$ cat config.mk
export PLATFORM = sky130hd
export DESIGN_NAME = divider
export DESIGN_NICKNAME = d
export VERILOG_FILES = /design/src/rtl/divider.sv
export SDC_FILE = /design/constraint.sdc
export NUM_CORES = 1
export LEC_CHECK = 0
export ABC_CLOCK_PERIOD_IN_PS = 4500
export CAP_MARGIN = 25
export CORE_UTILIZATION = 50
export CTS_BUF_LIST = sky130_fd_sc_hd__clkbuf_8
export DETAILED_ROUTE_END_ITERATION = 6
export PLACE_DENSITY = 0.74
export SLEW_MARGIN = 25
export SYNTH_ARGS = -nofsm -noshare
export SYNTH_HDL_FRONTEND = slang
export SYNTH_SLANG_ARGS = --single-unit
$ cat constraint.sdc
create_clock -name clk -period 4.5 [get_ports clk]
set_input_delay 0.9 -clock clk [delete_from_list [all_inputs] [get_ports clk]]
set_output_delay 0.9 -clock clk [all_outputs]
set_load 0.005 [all_outputs]
$ cat src/rtl/divider.sv
// divider: 32-bit restoring divider, one quotient bit per cycle, with {N,Z,C,V} result flags.
// Define DIVIDER_SIGNED_EN for two's-complement operands; otherwise operands are unsigned.
`default_nettype none

module divider (
    input  logic        clk,
    input  logic        rst_n,
    input  logic        Start,
    input  logic [31:0] In1,
    input  logic [31:0] In2,
    input  logic        S,
    output logic [31:0] Quot,
    output logic [31:0] Rem,
    output logic        Busy,
    output logic        Done,
    output logic [3:0]  Flags
);

    typedef enum logic [1:0] {
        IDLE = 2'd0,
        RUN  = 2'd1,
        DONE = 2'd2
    } state_t;

    state_t      r_state;
    logic [4:0]  r_cnt;
    logic [31:0] r_q;
    logic [31:0] r_d;
    logic [32:0] r_r;
    logic        r_qneg;
    logic        r_rneg;
    logic        r_v;
    logic        r_s;

    logic        w_a_neg;
    logic        w_b_neg;
    logic        w_ovf;
    logic [31:0] w_a_mag;
    logic [31:0] w_b_mag;
    logic [32:0] w_shift;
    logic [32:0] w_diff;
    logic        w_ge;
    logic [31:0] w_q_res;
    logic [31:0] w_r_res;

`ifdef DIVIDER_SIGNED_EN
    assign w_a_neg = In1[31];
    assign w_b_neg = In2[31];
    assign w_ovf   = (In1 == 32'h8000_0000) && (In2 == 32'hFFFF_FFFF);
`else
    assign w_a_neg = 1'b0;
    assign w_b_neg = 1'b0;
    assign w_ovf   = 1'b0;
`endif

    assign w_a_mag = w_a_neg ? (~In1 + 32'd1) : In1;
    assign w_b_mag = w_b_neg ? (~In2 + 32'd1) : In2;

    // Bring the next dividend bit into the partial remainder and trial-subtract.
    assign w_shift = {r_r[31:0], r_q[31]};
    assign w_ge    = (w_shift >= {1'b0, r_d});
    assign w_diff  = w_shift - {1'b0, r_d};

    assign w_q_res = r_qneg ? (~r_q + 32'd1) : r_q;
    assign w_r_res = r_rneg ? (~r_r[31:0] + 32'd1) : r_r[31:0];

    always_ff @(posedge clk or negedge rst_n) begin
        if (!rst_n) begin
            r_state <= IDLE;
            r_cnt   <= 5'd0;
            r_q     <= 32'd0;
            r_d     <= 32'd0;
            r_r     <= 33'd0;
            r_qneg  <= 1'b0;
            r_rneg  <= 1'b0;
            r_v     <= 1'b0;
            r_s     <= 1'b0;
            Quot    <= 32'd0;
            Rem     <= 32'd0;
            Flags   <= 4'd0;
            Busy    <= 1'b0;
            Done    <= 1'b0;
        end else begin
            Done <= 1'b0;
            case (r_state)
                IDLE: begin
                    // Busy still covers the Done cycle, so a Start there is ignored.
                    if (Busy) begin
                        Busy <= 1'b0;
                    end else if (Start) begin
                        Busy   <= 1'b1;
                        r_s    <= S;
                        r_d    <= w_b_mag;
                        r_cnt  <= 5'd0;
                        if (In2 == 32'd0) begin
                            r_q     <= 32'hFFFF_FFFF;
                            r_r     <= {1'b0, In1};
                            r_qneg  <= 1'b0;
                            r_rneg  <= 1'b0;
                            r_v     <= 1'b1;
                            r_state <= DONE;
                        end else begin
                            r_q     <= w_a_mag;
                            r_r     <= 33'd0;
                            r_qneg  <= w_a_neg ^ w_b_neg;
                            r_rneg  <= w_a_neg;
                            r_v     <= w_ovf;
                            r_state <= RUN;
                        end
                    end
                end
                RUN: begin
                    r_r <= w_ge ? w_diff : w_shift;
                    r_q <= {r_q[30:0], w_ge};
                    if (r_cnt == 5'd31) begin
                        r_cnt   <= 5'd0;
                        r_state <= DONE;
                    end else begin
                        r_cnt <= r_cnt + 5'd1;
                    end
                end
                DONE: begin
                    Done    <= 1'b1;
                    Quot    <= w_q_res;
                    Rem     <= w_r_res;
                    Flags   <= r_s ? {w_q_res[31], (w_q_res == 32'd0), (|r_r), r_v} : 4'b0000;
                    r_state <= IDLE;
                end
                default: r_state <= IDLE;
            endcase
        end
    end

endmodule

`default_nettype wire

# --- Word level (Yosys, flattened, before mapping) ---
# Index checks and enable logic that the tools add are counted.
# Widths: inputs -> output; s select.
word_totals:
  inputBits: 68
  out_inout_bits: 70
  register_bits: 176
  mem_count: 0
  word_cells: 53
  mem_bits_ro: 0
  mem_bits_rw: 0
  latchBits: 0
op_classes:
  shift: 0
  mul: 0
  n_lt_le_gt_ge: 1
  bitwise_logic: 1
  eq_ne: 6
  muxes: 23
  n_reduce_logical: 8
  n_div: 0
  n_addsub: 2
ops:
  columns: ["operator", "count"]
  rows:
  - ["$mux 32", 4]
  - ["$mux 33", 3]
  - ["$pmux 33 s2", 1]
  - ["$logic_not 32->1", 2]
  - ["$pmux 32 s2", 1]
  - ["$ge 33x32->1", 1]
  - ["$reduce_or 33->1", 1]
  - ["$sub 33x32->33", 1]
  - ["$mux 5", 3]
  - ["$pmux 5 s2", 1]
  - ["$reduce_and 3->1", 3]
  - ["$mux 2", 4]
  - ["$ne 2x2->1 const B", 3]
  - ["$add 5x1->5 const B", 1]
  - ["$eq 5x5->1 const B", 1]
  - ["$mux 1", 4]
  - ["$mux 4", 1]
  - ["$pmux 2 s2", 1]
  - ["$eq 2x1->1 const B", 1]
  - ["$eq 2x2->1 const B", 1]
  - ["$logic_not 2->1", 1]
  - ["$reduce_bool 2->1", 1]
  - ["$not 1->1", 1]

# --- Longest topological paths before layout ---
# Gate-level depths: netlist (run 1).
logic_depth:
  depth_word: 5
  ltp_mapped: 13
  ltp_nobuf: 12

# --- Least setup slack after synthesis (run 1) ---
# OpenSTA, ideal clock, no wires.
synth_timing:
  kind: "reg-to-reg"
  start: "register r_r[13]"
  end: "register r_r[13]"
  stages_incl_launch_ff: 12
  setup_ns: 0.135
  path_buffers: 2
  required_ns: 4.365
  period_less_slack_ns: 2.812
  arrival_time_ns: 2.678
  path_slack_ns: 1.688
  cell_sequence: "dfrtp_1 ha_1 buf_6 a21o_1 o21bai_1 a311oi_2 a31oi_2 a31o_2 a21oi_4 buf_4 mux2i_1 o22ai_1"
synth_via:
  elab_chain_len: 3
synth_lines:
  columns: ["item", "line_no", "rtl"]
  rows:
  - ["start, declared", "29", "logic [32:0] r_r;"]
  - ["start signal, assigned", "97", "r_r <= {1'b0, In1};"]
  - ["start signal, assigned", "113", "r_r <= w_ge ? w_diff : w_shift;"]
  - ["$ge 33x32->1", "61", "assign w_ge = (w_shift >= {1'b0, r_d});"]
  - ["$mux 33", "113", null]
  - ["$pmux 33 s2", "85", "case (r_state)"]
# No other way between the ends.
# A chain may end at the register's enable or synchronous reset.

# --- Worst setup path after layout (run 1) ---
layout_timing:
  start: "register r_r[2]"
  end: "register r_r[31]"
layout_via:
  elab_chain_len: 3
  elab_cells_between_ends: 4
  cone_classes: "add/sub: 1; order compare: 1; mux: 2"
layout_lines:
  columns: ["item", "line_no"]
  rows:
  - ["$sub 33x32->33 or $ge 33x32->1 (tied branches)", "62, 61"]
  - ["$mux 33 (*)", "113"]
  - ["$pmux 33 s2 (*)", "85"]
# Mark *: on every way between the ends. The rest lies on a longest branch, timed or not.

==> summary.md, run 1 <==
| Metric | Value |
|---|---|
| Flops & latches, synth | `176` |
| Critical path fanouts, max | `21` |
| Worst hold-check path type | `input pin to async pin` |
| Simple-gate share of the synthesized area | `22.6%` |
| Largest net degree at the start of global routing | `74` |
| Via count | `8598` |
| Setup tns final | `0 ns` |
| Max rail drop VDD | `0.000336 V` |
| Compound-gate portion of the synthesized area | `16.8%` |
| Clock Latency Late Sink | `0.49 ns` |
| Final setup fails | `0` |
| CTS clk-pin slew, worst paths | `0.11 ns` |
| 1st-iter DRT viols | `671` |
| Drt wl/cell | `18.1 um` |
| Top cell type's share of synthesized area | `46.2%` |
| Core area | `18700 um^2` |
| Initial antenna violation count | `0` |
| Hold_ws | `0.401 ns` |
| Post-DP HPWL | `19.2 mm` |
| Root Buffer | `clkbuf_8` |
| Mapped cell area | `9530 um^2` |
| Worst-Margin Slew | `0.780 ns` |
| Total CTS buffers | `17` |
| Max Fclk | `0.280 GHz` |
| Row Count | `50` |
| CTS tree | `done` |
| Max Slew Vio Count | `0` |
| Cell type with the largest total area after synthesis | `dfrtp_1` |
| Clock skew | `0.0175 ns` |
| Endpoints failing hold | `0` |
| Ys flop type | `dfrtp_1` |
| Commonest non-fill, non-tap cell in the layout | `nand2_1` |
| Max-cap viol count | `0` |
| Leak pwr | `0.00521 uW` |
| Hold_buf cts | `0` |
| Via density per instance | `5.81` |
| Layout area overhead | `20.4%` |
| Syn Area/Cell | `8.42 um^2` |
| Fin nets | `1335` |
| RSZ-0062 raised after global routing | `false` |
| Filler cell count | `1656` |
| CTS H-tree lvls | `4` |
| Clk buf depth | `2` |
| Kind of critical path | `flop to flop` |
| R2r startpoint | `r_r[2]` |
| Final antenna-violating net count | `0` |
| Total global routing track utilization | `28.3%` |
| PD cells | `912 nW/um^2` |
| CP endpoint kind | `flop` |
| Clock sink count | `176` |
| Worst setup path start | `r_r[2]` |
| Drc violations | `0` |
| Most frequent cells in the layout | `293 x nand2_1, 176 x dfrtp_1, 136 x clkdlybuf4s50_1, 84 x nor2_1, 70 x a21oi_1` |
| Post-Synthesis Cells | `1131` |
| Post-CTS Resized | `0` |
| Crit share post-route | `79.3%` |
| First-pass GRT wire length | `43.6 mm` |
| Antenna fix cells | `0` |
| Main combinational cell family by area after synthesis | `simple AND/OR/NAND/NOR gates` |
| Period minus WS final | `3.57 ns` |
| Async SR Flop Fraction | `100%` |
| Count of input and output buffers | `137` |
| Worst setup SP type | `flop` |
| Final Wtd Congestion | `0.916` |
| Synth unique cells | `57` |
| Final Util | `61.3%` |
| Post-synthesis xor/xnor area fraction | `2.57%` |
| Worst slew margin | `47.9%` |
| Pre-antenna DRT Iters | `5` |
| Adder-cell area share of the yosys netlist | `4.68%` |
| Status | `finished, final reports clean` |
| Setup bufs post-CTS | `0` |
| Initial Util | `50.9%` |
| Required time worst endpoint | `4.86 ns` |
| Syn Nets | `1234` |
| Final setup margin | `0.931 ns` |
| Mux share of post-synthesis cell area | `2.55%` |
| GRT Residual Overflow | `0` |
| Vias in the first global route | `8053` |
| Synth warn | `0` |
| Die width | `140 um` |
| IO Pins | `138` |
| Area of the die | `19600 um^2` |
| Number of flops mapped to enable cells by yosys | `0` |
| Share of cells above drive strength 1 | `5.62%` |
| CP Data Arrival Time | `3.93 ns` |
| Die Span Y | `140 um` |
| Leading post-synthesis cells by cell area | `dfrtp_1 46%, nand2_1 12%, ha_1 4.5%` |
| Final WL | `26.7 mm` |
| Register area share after synthesis | `46.2%` |
| Setup WS pre-CTS | `0.959 ns` |
## layout make-up
class / count / area, um^2 / area share (%)
multi-input combinational: 845 / 4720 / 41.2
sequential: 176 / 4400 / 38.4
timing repair buffer: 150 / 1500 / 13.0
tap: 234 / 293 / 2.55
clock buffer: 18 / 248 / 2.16
inverter: 42 / 160 / 1.40
clock inverter: 14 / 149 / 1.30
## where the power goes
part           internal (uW)  leakage (uW)  switching, uW
Sequential              2360       0.00217            687
Clock                    428      0.000198            674
Combinational           2700       0.00284           3610
## cells by family after synthesis
| logic type | after synthesis |
|---|---|
| buf+inv | 110 |
| compound gates | 252 |
| flops | 176 |
| xor+xnor | 28 |
| simple gates | 506 |
| fa+ha+maj | 35 |
| mux | 24 |
## cells in the mapped netlist (2+ instances only)
cell / n
a221oi_2: 2
nand4_1: 13
or4_1: 3
or3_1: 5
a211o_1: 2
xnor2_1: 15
o211ai_1: 3
a32oi_1: 2
clkbuf_1: 58
a211oi_2: 4
a21oi_1: 70
nand2_1: 294
mux2_2: 2
o41ai_1: 2
nor2_1: 87
xor2_1: 13
or2_2: 4
mux2i_1: 22
and3_1: 7
ha_1: 34
nor4_1: 24
o21bai_1: 6
o21a_1: 2
nand3_1: 15
a21o_1: 15
nand2b_1: 7
a31oi_1: 16
inv_1: 41
a311oi_1: 2
o31ai_1: 32
o22ai_1: 12
buf_1: 6
nor3_1: 39
a221o_1: 2
dfrtp_1: 176
a22o_1: 2
o21ai_0: 68
nor2b_1: 4
buf_6: 2
## registers in the layout (all words and copies together) (netlist names)
register and flops:
r_r 33, r_v 1, Done 1, Quot 32, r_state 2, r_cnt 5
r_s 1, Rem 32, Busy 1, r_q 32, Flags 4, r_d 32
## worst max-delay path: stages, from the launching register on
cell	delay [ns]
dfrtp_1	0.43
ha_1	0.37
a21o_1	0.20
a21oi_1	0.18
a21oi_1	0.12
o311ai_2	0.35
a31oi_2	0.20
a31o_2	0.33
a21oi_4	0.63
buf_12	0.25
mux2i_1	0.28
a221oi_2	0.09
## routing by layer
layer	track usage (%)	wire, um
met5	0	0
met4	8.21	438
met3	3.66	1830
met2	42.9	12000
met1	42.3	12500
## through the flow
step	cells	instance area (um^2)	power (uW)
2_1_floorplan	1131	9530	7260
3_3_place_gp	1447	11100	9160
3_5_place_dp	1447	11100	9280
4_1_cts	1479	11500	10400
5_1_grt	1479	11500	11300
6_report	1479	11500	10500
## final timing paths
check                      slack (ns)  cells past startpoint  endpoint
max reg2reg                      0.93                     11   r_r[31]
min in group clk                 0.48                      2   Rem[25]
min                              0.40                      1   Quot[5]
max in group asynchronous        3.14                      2   r_d[21]
min reg2reg                      0.48                      2   Rem[25]
max                              0.93                     11   r_r[31]
Power figures use the tool's default switching activity.
==> run 2, diff against run 1 <==
Settings changed: ABC_CLOCK_PERIOD_IN_PS 4500 to 3700.
Clock period 4.5 ns to 3.7 ns, I/O delays scaled along.
==> summary.md, run 2 (synthesized netlist as in run 1, its figures left out) <==
| Metric | Value |
|---|---|
| Status | `finished, final reports clean` |
| Endpoints failing hold | `0` |
| FF-to-FF setup slack | `0.51 ns` |
| Setup bufs post-CTS | `0` |
| Kind of critical path | `flop to flop` |
| Max-cap viol count | `0` |
| Hold_ws | `0.218 ns` |
| P_int | `6740 uW` |
| Die Span Y | `140 um` |
| Die width | `140 um` |
| Crit share post-route | `86.1%` |
| R2r startpoint | `r_r[2]` |
| Clk network pwr share | `11.0%` |
| Final antenna-violating net count | `0` |
| GRT Residual Overflow | `0` |
| Hold_buf cts | `0` |
| Total CTS buffers | `17` |
| Drt wl/cell | `17.8 um` |
| Clock sink count | `176` |
| Period minus WS final | `3.19 ns` |
| Core area | `18700 um^2` |
| Clk buf depth | `2` |
| PD cells | `1100 nW/um^2` |
| Total global routing track utilization | `28.2%` |
| Largest reg by FF count | `r_r` |
| Final setup fails | `0` |
| IO Pins | `138` |
| First-pass GRT wire length | `43.1 mm` |
| Area of the die | `19600 um^2` |
| Vias in the first global route | `8036` |
| NetSw | `5970 uW` |
| Most frequent cells in the layout | `293 x nand2_1, 176 x dfrtp_1, 136 x clkdlybuf4s50_1, 84 x nor2_1, 70 x a21oi_1` |
| Commonest non-fill, non-tap cell in the layout | `nand2_1` |
| Drc violations | `0` |
| Fin nets | `1342` |
| Share of power burned in registers | `29.1%` |
| Initial antenna violation count | `0` |
| CTS H-tree lvls | `4` |
| Final Util | `61.7%` |
| CP endpoint kind | `flop` |
| Leak pwr | `0.00526 uW` |
| Max Fclk | `0.314 GHz` |
| Largest net degree at the start of global routing | `74` |
| R2R depth | `11` |
| Clock Latency Late Sink | `0.49 ns` |
| Row Count | `50` |
| Worst-Margin Slew | `0.778 ns` |
| Via count | `8406` |
| Count of input and output buffers | `137` |
| Sw Share | `47.0%` |
| Share of cells above drive strength 1 | `6.08%` |
| Worst setup SP type | `flop` |
| Final std cells w/o fill | `1485` |
| 1st-iter DRT viols | `741` |
| FF-to-FF End | `r_r[20]` |
| Worst slew margin | `48.0%` |
| Post-DP HPWL | `18.9 mm` |
| Setup tns final | `0 ns` |
| Max Slew Vio Count | `0` |
| Worst hold-check path type | `input pin to async pin` |
| RSZ-0062 raised after global routing | `false` |
| Placed Cells | `1454` |
| Combinational share of power | `59.9%` |
| Layout area overhead | `21.2%` |
| CTS clk-pin slew, worst paths | `0.11 ns` |
| Clock skew | `0.0155 ns` |
| Max reg flops | `33` |
| Final Wtd Congestion | `0.896` |
| Antenna fix cells | `0` |
| Final WL | `26.4 mm` |
| Post-CTS Resized | `0` |
| Pre-antenna DRT Iters | `5` |
| CTS tree | `done` |
| Root Buffer | `clkbuf_8` |
| Critical path fanouts, max | `37` |
| Initial Util | `50.9%` |
| Required time worst endpoint | `4.06 ns` |
| Max rail drop VDD | `0.000439 V` |
| CP Data Arrival Time | `3.55 ns` |
| Via density per instance | `5.66` |
run 2: cell types whose count changed in the layout (fill, tap and decap cells not counted):
cell        delta
inv_6          +5
clkbuf_8       -1
clkinv_8       -1
buf_4          +5
bufinv_16      +1
buf_12         +2
clkinv_4       -4
inv_2          +1
clkinvlp_4     -1
inv_4          -1
run 2: cell type report:
class                      instances  area (um^2)
fill                            1649         7160
multi-input combinational        845         4720
sequential                       176         4400
timing repair buffer             157         1570
tap                              234          293
clock buffer                      17          234
clock inverter                    14          164
inverter                          42          158
run 2: how the worst max path moves through the flow:
stage               slack [ns]  cells past startpoint     from  endpoint
detailed placement        0.53                     11   r_r[2]   r_r[20]
CTS                       0.52                     11   r_r[2]   r_r[20]
global route              0.32                     11   r_r[2]   r_r[16]
global placement          0.59                     11   r_r[2]   r_r[21]
finish                    0.51                     11   r_r[2]   r_r[20]
floorplan                 0.89                     11  r_r[13]   r_r[13]
run 2: through the flow:
step	setup WS [ns]	instance area, um^2	power (uW)
after floorplan	0.888	9530	8830
after global placement	0.591	11100	11200
after detailed placement	0.531	11100	11200
after CTS	0.516	11500	12700
after global routing	0.319	11500	13800
final	0.514	11500	12700
run 2: per-layer routing:
| layer | routed length, um | GRT usage, % | share of wire, % |
|---|---|---|---|
| met2 | 11700 | 42.3 | 44 |
| met4 | 317 | 7.00 | 1.2 |
| met1 | 12800 | 41.9 | 48 |
| met5 | 0 | 0 | 0 |
| met3 | 1620 | 5.30 | 6.1 |
run 2: worst max-delay path: stages, from the launching register on:
cell	delay (ns)
dfrtp_1	0.44
ha_1	0.36
a21o_1	0.19
a21oi_1	0.17
a21oi_1	0.12
o311ai_2	0.33
a31oi_2	0.21
a31o_2	0.33
a21oi_4	0.15
buf_12	0.24
nand2b_1	0.34
o21ai_0	0.15
run 2: power by group through the flow:
stage,logic [uW],clock network (uW),registers [uW]
final,7620,1390,3700
after global routing,8490,1500,3810
after CTS,7580,1400,3680
after detailed placement,7540,0,3710
after global placement,7460,0,3700
after floorplan,5370,0,3470
==> RTL change 1, RTL diff (flow settings as in run 1) <==
The option `DIVIDER_SIGNED_EN` is turned on by a define.
--- a/src/rtl/divider.sv
+++ b/src/rtl/divider.sv
@@ -3,2 +3,4 @@
 `default_nettype none
+
+`define DIVIDER_SIGNED_EN
 
Behaviour: same outputs for any inputs over 4 cycles, from zero or initial values and one cycle with rst_n low; that may be too few to reach the edited logic, so the function may still have changed.
==> RTL change 1 against run 1 <==
  * Wire length grew 42%
  * Fmax shrank 9.4%
  * Area after synthesis grew 28%
  * Hold slack gained 86 ps
  * Global-route usage grew 3.2 points
  * Sequential cell count grew 2
  * Worst setup slack lost 370 ps
  * Power grew 11%
  * Final area grew 24%
  * Critical path type unchanged
  * Highest routed layer unchanged
==> RTL change 1: results <==
[outcome]
status = "finished, final reports clean"

[pwr]
p_leak_uw = 0.00603
intPower_uw = 5850

[placed_design]
dp_hpwl_mm = 29.2
placedCellCount = 1888
place_congestion = 0.977

[min_path]
hold_class = "reg2reg"

[yosys]
synth_cell_type_count = 64
syn_avg_cell_area_um2 = 8.12
synth_mux_area_share_pct = 0.699
ys_seq_area_share_pct = 36.6
yosys-top-cells-count = "nand2_1 (252), o21ai_0 (212), dfrtp_1 (178)"
ys_top_cells_by_area = "dfrtp_1 (37%), o21ai_0 (8.7%), nand2_1 (7.8%), xor2_1 (6.5%), ha_1 (4.1%)"
synth_fp_nets = 1607

[grt]
first_global_vias = 11000
grt_pass1_wl_mm = 60.0
grt_max_degree = 112

[detailed_routing]
drtIter0Drc = 1091
dr.pass1.iters = 6
vias_per_cell = 6.06
vias = 11600

[sta]
fin_worst_skew_ps = 24.1
relSlewSlack_pct = 28.6
fin_ws_ps = 562

[critical_path]
r2r_cells = 9
r2r_end = "Rem[29]"

[cells_and_area]
fill_cells = 2221
[RTL change 1: how the worst min path moves through the flow]
stage,cells after the start,start,endpoint
2_1_floorplan,2,r_v,r_v
3_3_place_gp,2,Quot[31],Quot[31]
3_5_place_dp,2,Rem[7],Rem[7]
4_1_cts,2,Rem[7],Rem[7]
5_1_grt,2,r_d[4],r_d[4]
6_report,2,Quot[17],Quot[17]
[RTL change 1: final cells by class]
type	instances	area [um2]	share of cell area, %
clock buffer	17	234	1.64
clock inverter	15	164	1.15
inverter	51	191	1.34
multi-input combinational	1170	7190	50.3
sequential	178	4460	31.2
tap	319	399	2.80
timing repair buffer	170	1650	11.5
[RTL change 1: per-layer routing]
metal  global-route usage, %  part of all wire [%]
met1                    43.9                    45
met2                    48.4                    44
met3                    3.89                   6.4
met4                    14.8                   4.0
met5                       0                     0
[RTL change 1: cells by family after synthesis]
logic type                 Yosys count
buffers and inverters              150
DFF                                178
muxes                                8
adders and majority gates           41
xor gates and xnor gates           141
AOI/OAI and AO/OA                  483
and+or+nand+nor                    497
[RTL change 1: power by group through the flow]
stage | logic (uW) | clock network [uW] | registers [uW]
after floorplan | 5030 | 0 | 2910
after global placement | 6980 | 0 | 3280
after detailed placement | 7100 | 0 | 3330
after CTS | 7140 | 1140 | 3290
after global routing | 7980 | 1200 | 3410
final | 7210 | 1130 | 3320
[RTL change 1: metrics by stage]
stage          instance area, um2  total power, uW
6_report                    14300            11700
5_1_grt                     14300            12600
4_1_cts                     14300            11600
3_5_place_dp                13900            10400
3_3_place_gp                13900            10300
2_1_floorplan               12200             7940
[RTL change 1: worst max-delay path: stages (launching register included)]
cell     delay, ps
dfrtp_1        560
or4_4          530
or3_4          350
or3_1          370
or4_1          490
or3_1          420
or4_1          530
o31ai_1        290
xor2_1         170
o21ai_0         90
==> RTL change 2, RTL diff (settings of run 1) <==
Made on the original files. Register the inputs `Start` and `S` before use. The logic sees them one clock later. The other inputs are not delayed to match. Comments in the files are not updated.
--- a/src/rtl/divider.sv
+++ b/src/rtl/divider.sv
@@ -23,2 +23,10 @@
     } state_t;
+
+    logic Start_q;
+    logic S_q;
+
+    always_ff @(posedge clk) begin
+        Start_q <= Start;
+        S_q     <= S;
+    end
 
@@ -89,5 +97,5 @@
                         Busy <= 1'b0;
-                    end else if (Start) begin
+                    end else if (Start_q) begin
                         Busy   <= 1'b1;
-                        r_s    <= S;
+                        r_s    <= S_q;
                         r_d    <= w_b_mag;
Function: changed (a bounded check fails within 4 cycles, from zero or initial values and one cycle with rst_n low).
==> RTL change 2 against run 1 <==
  * Area after synthesis rose by 0.41%
  * Worst setup slack improved by 87 ps
  * Sequential cell count rose by 2
  * Final area rose by 0.48%
  * Critical path depth did not move
  * Wire length fell by 2.2%
  * Power rose by 1.6%
==> RTL change 2: results <==
[outcome]
status = "finished, final reports clean"

[cells_and_area]
regArea_mm2 = 0.00444
fin_nets = 1337
n_antenna_cell = 0
fill_cells = 1621
drive_gt1_share_pct = 5.54

[sta]
fin_worst_skew_ps = 12.1
relSlewSlack_pct = 37.3

[min_path]
hold_class = "reg2reg"

[grt]
grt_max_degree = 104
first_global_vias = 7906
antenna_found_initial = 0
grt_pass1_wl_mm = 42.4
grt_use_total_pct = 27.6

[detailed_routing]
drtIter0Drc = 606
vias = 8577
avgRoutedWirePerCell_um = 17.7

[pwr]
ir_drop_mv = 0.424
intPower_uw = 5710
p_leak_uw = 0.00521

[critical_path]
crit_arrival_ps = 3830
critical_path_buf_inv_count = 1
path_delay_family = "compound AO/OA/AOI/OAI gates"
slowest_stage = "a21oi_4"
path_max_fanout = 18
cpPeakStageDelay_ps = 580

[clock_network]
cts_inserted_buffers = 17
cts_hold_buffers = 0
h-tree-depth = 4
clock_latency_ps = 470
cts.clk_slew.worst_paths_ps = 90

[placed_design]
place_congestion = 0.928
portBuffers = 137
dp_hpwl_mm = 18.6
place_area_mm2 = 0.0111

[yosys]
ys_seq_area_share_pct = 46.5
synth-warning-count = 0
synth_fp_nets = 1236
synth_cell_type_count = 58
yosys-top-cells-count = "nand2_1 (294), dfrtp_1 (176), nor2_1 (88)"
ys_top_cells_by_area = "dfrtp_1 (46%), nand2_1 (12%), ha_1 (4.4%), a21oi_1 (3.7%), o21ai_0 (3.5%)"
synth-async-reset-ratio_pct = 98.9
ys_dominant_reg_cell = "dfrtp_1"
==> RTL change 2: cell types whose count changed after synthesis, sizes merged <==
| cell | delta |
|---|---|
| dfxtp | +2 |
| and3 | -1 |
| buf | +1 |
| clkbuf | -1 |
| nor2 | +1 |
| o21ai | -1 |
| o22ai | +1 |
==> RTL change 2: layer usage <==
metal,up-vias,share of wire [%],GRT usage [%]
li1,4115,-,-
met1,4069,47,40.7
met2,345,45,41.2
met3,48,6.4,3.86
met4,0,2.4,10.3
met5,-,0,0
==> RTL change 2: area by class of cell <==
type,instances,area share [%]
timing repair buffer,150,13.0
sequential,178,38.6
clock inverter,14,1.55
inverter,42,1.37
multi-input combinational,845,41.0
clock buffer,17,2.03
tap,234,2.54
==> RTL change 2: worst reg2reg max path: stages (launching register included) <==
cell and delay [ps]:
dfrtp_1 440, ha_1 360, a21o_1 200, a21oi_1 180
a21oi_1 120, o311ai_2 360, a31oi_2 210, a31o_2 330
a21oi_4 580, buf_12 250, mux2i_1 260, a211oi_2 90
==> RTL change 2: metrics by stage <==
stage | setup slack (ps) | std cells | power, uW | hold slack (ps)
CTS | 1050 | 1480 | 10600 | 420
global placement | 1150 | 1449 | 9250 | 410
finish | 1020 | 1480 | 10600 | 420
global route | 830 | 1480 | 11500 | 428
detailed placement | 1050 | 1449 | 9360 | 411
floorplan | 1690 | 1133 | 7350 | 398
==> RTL change 2: logic make-up (layout without fill, tap and decap cells) <==
group / after synthesis / after routing / share of synthesized area, %
AND/OR/NAND/NOR: 506 / 506 / 22.5
AO/OA/AOI/OAI: 252 / 252 / 16.8
flip-flops: 178 / 178 / 46.5
buffers and inverters: 110 / 223 / 4.53
adder cells (fa/ha/maj): 35 / 35 / 4.66
XOR/XNOR: 28 / 28 / 2.56
multiplexers: 24 / 24 / 2.54
==> RTL change 2: power groups by stage <==
stage                     Combinational, uW  Sequential [uW]  Clock [uW]
after floorplan                        4440             2900           0
after global placement                 6150             3100           0
after detailed placement               6250             3110           0
after CTS                              6280             3090        1200
after global routing                   7020             3190        1260
final                                  6340             3110        1180
==> RTL change 2: path summary, 6_finish.rpt <==
check | slack, ps | endpoint | cells after the start
worst min register to register | 420 | r_s | 2
max in group asynchronous | 3130 | r_d[23] | 2
worst max register to register | 1020 | r_r[28] | 11
worst max-delay path | 1020 | r_r[28] | 11
min in group asynchronous | 480 | Quot[3] | 1
worst min-delay path | 420 | r_s | 2
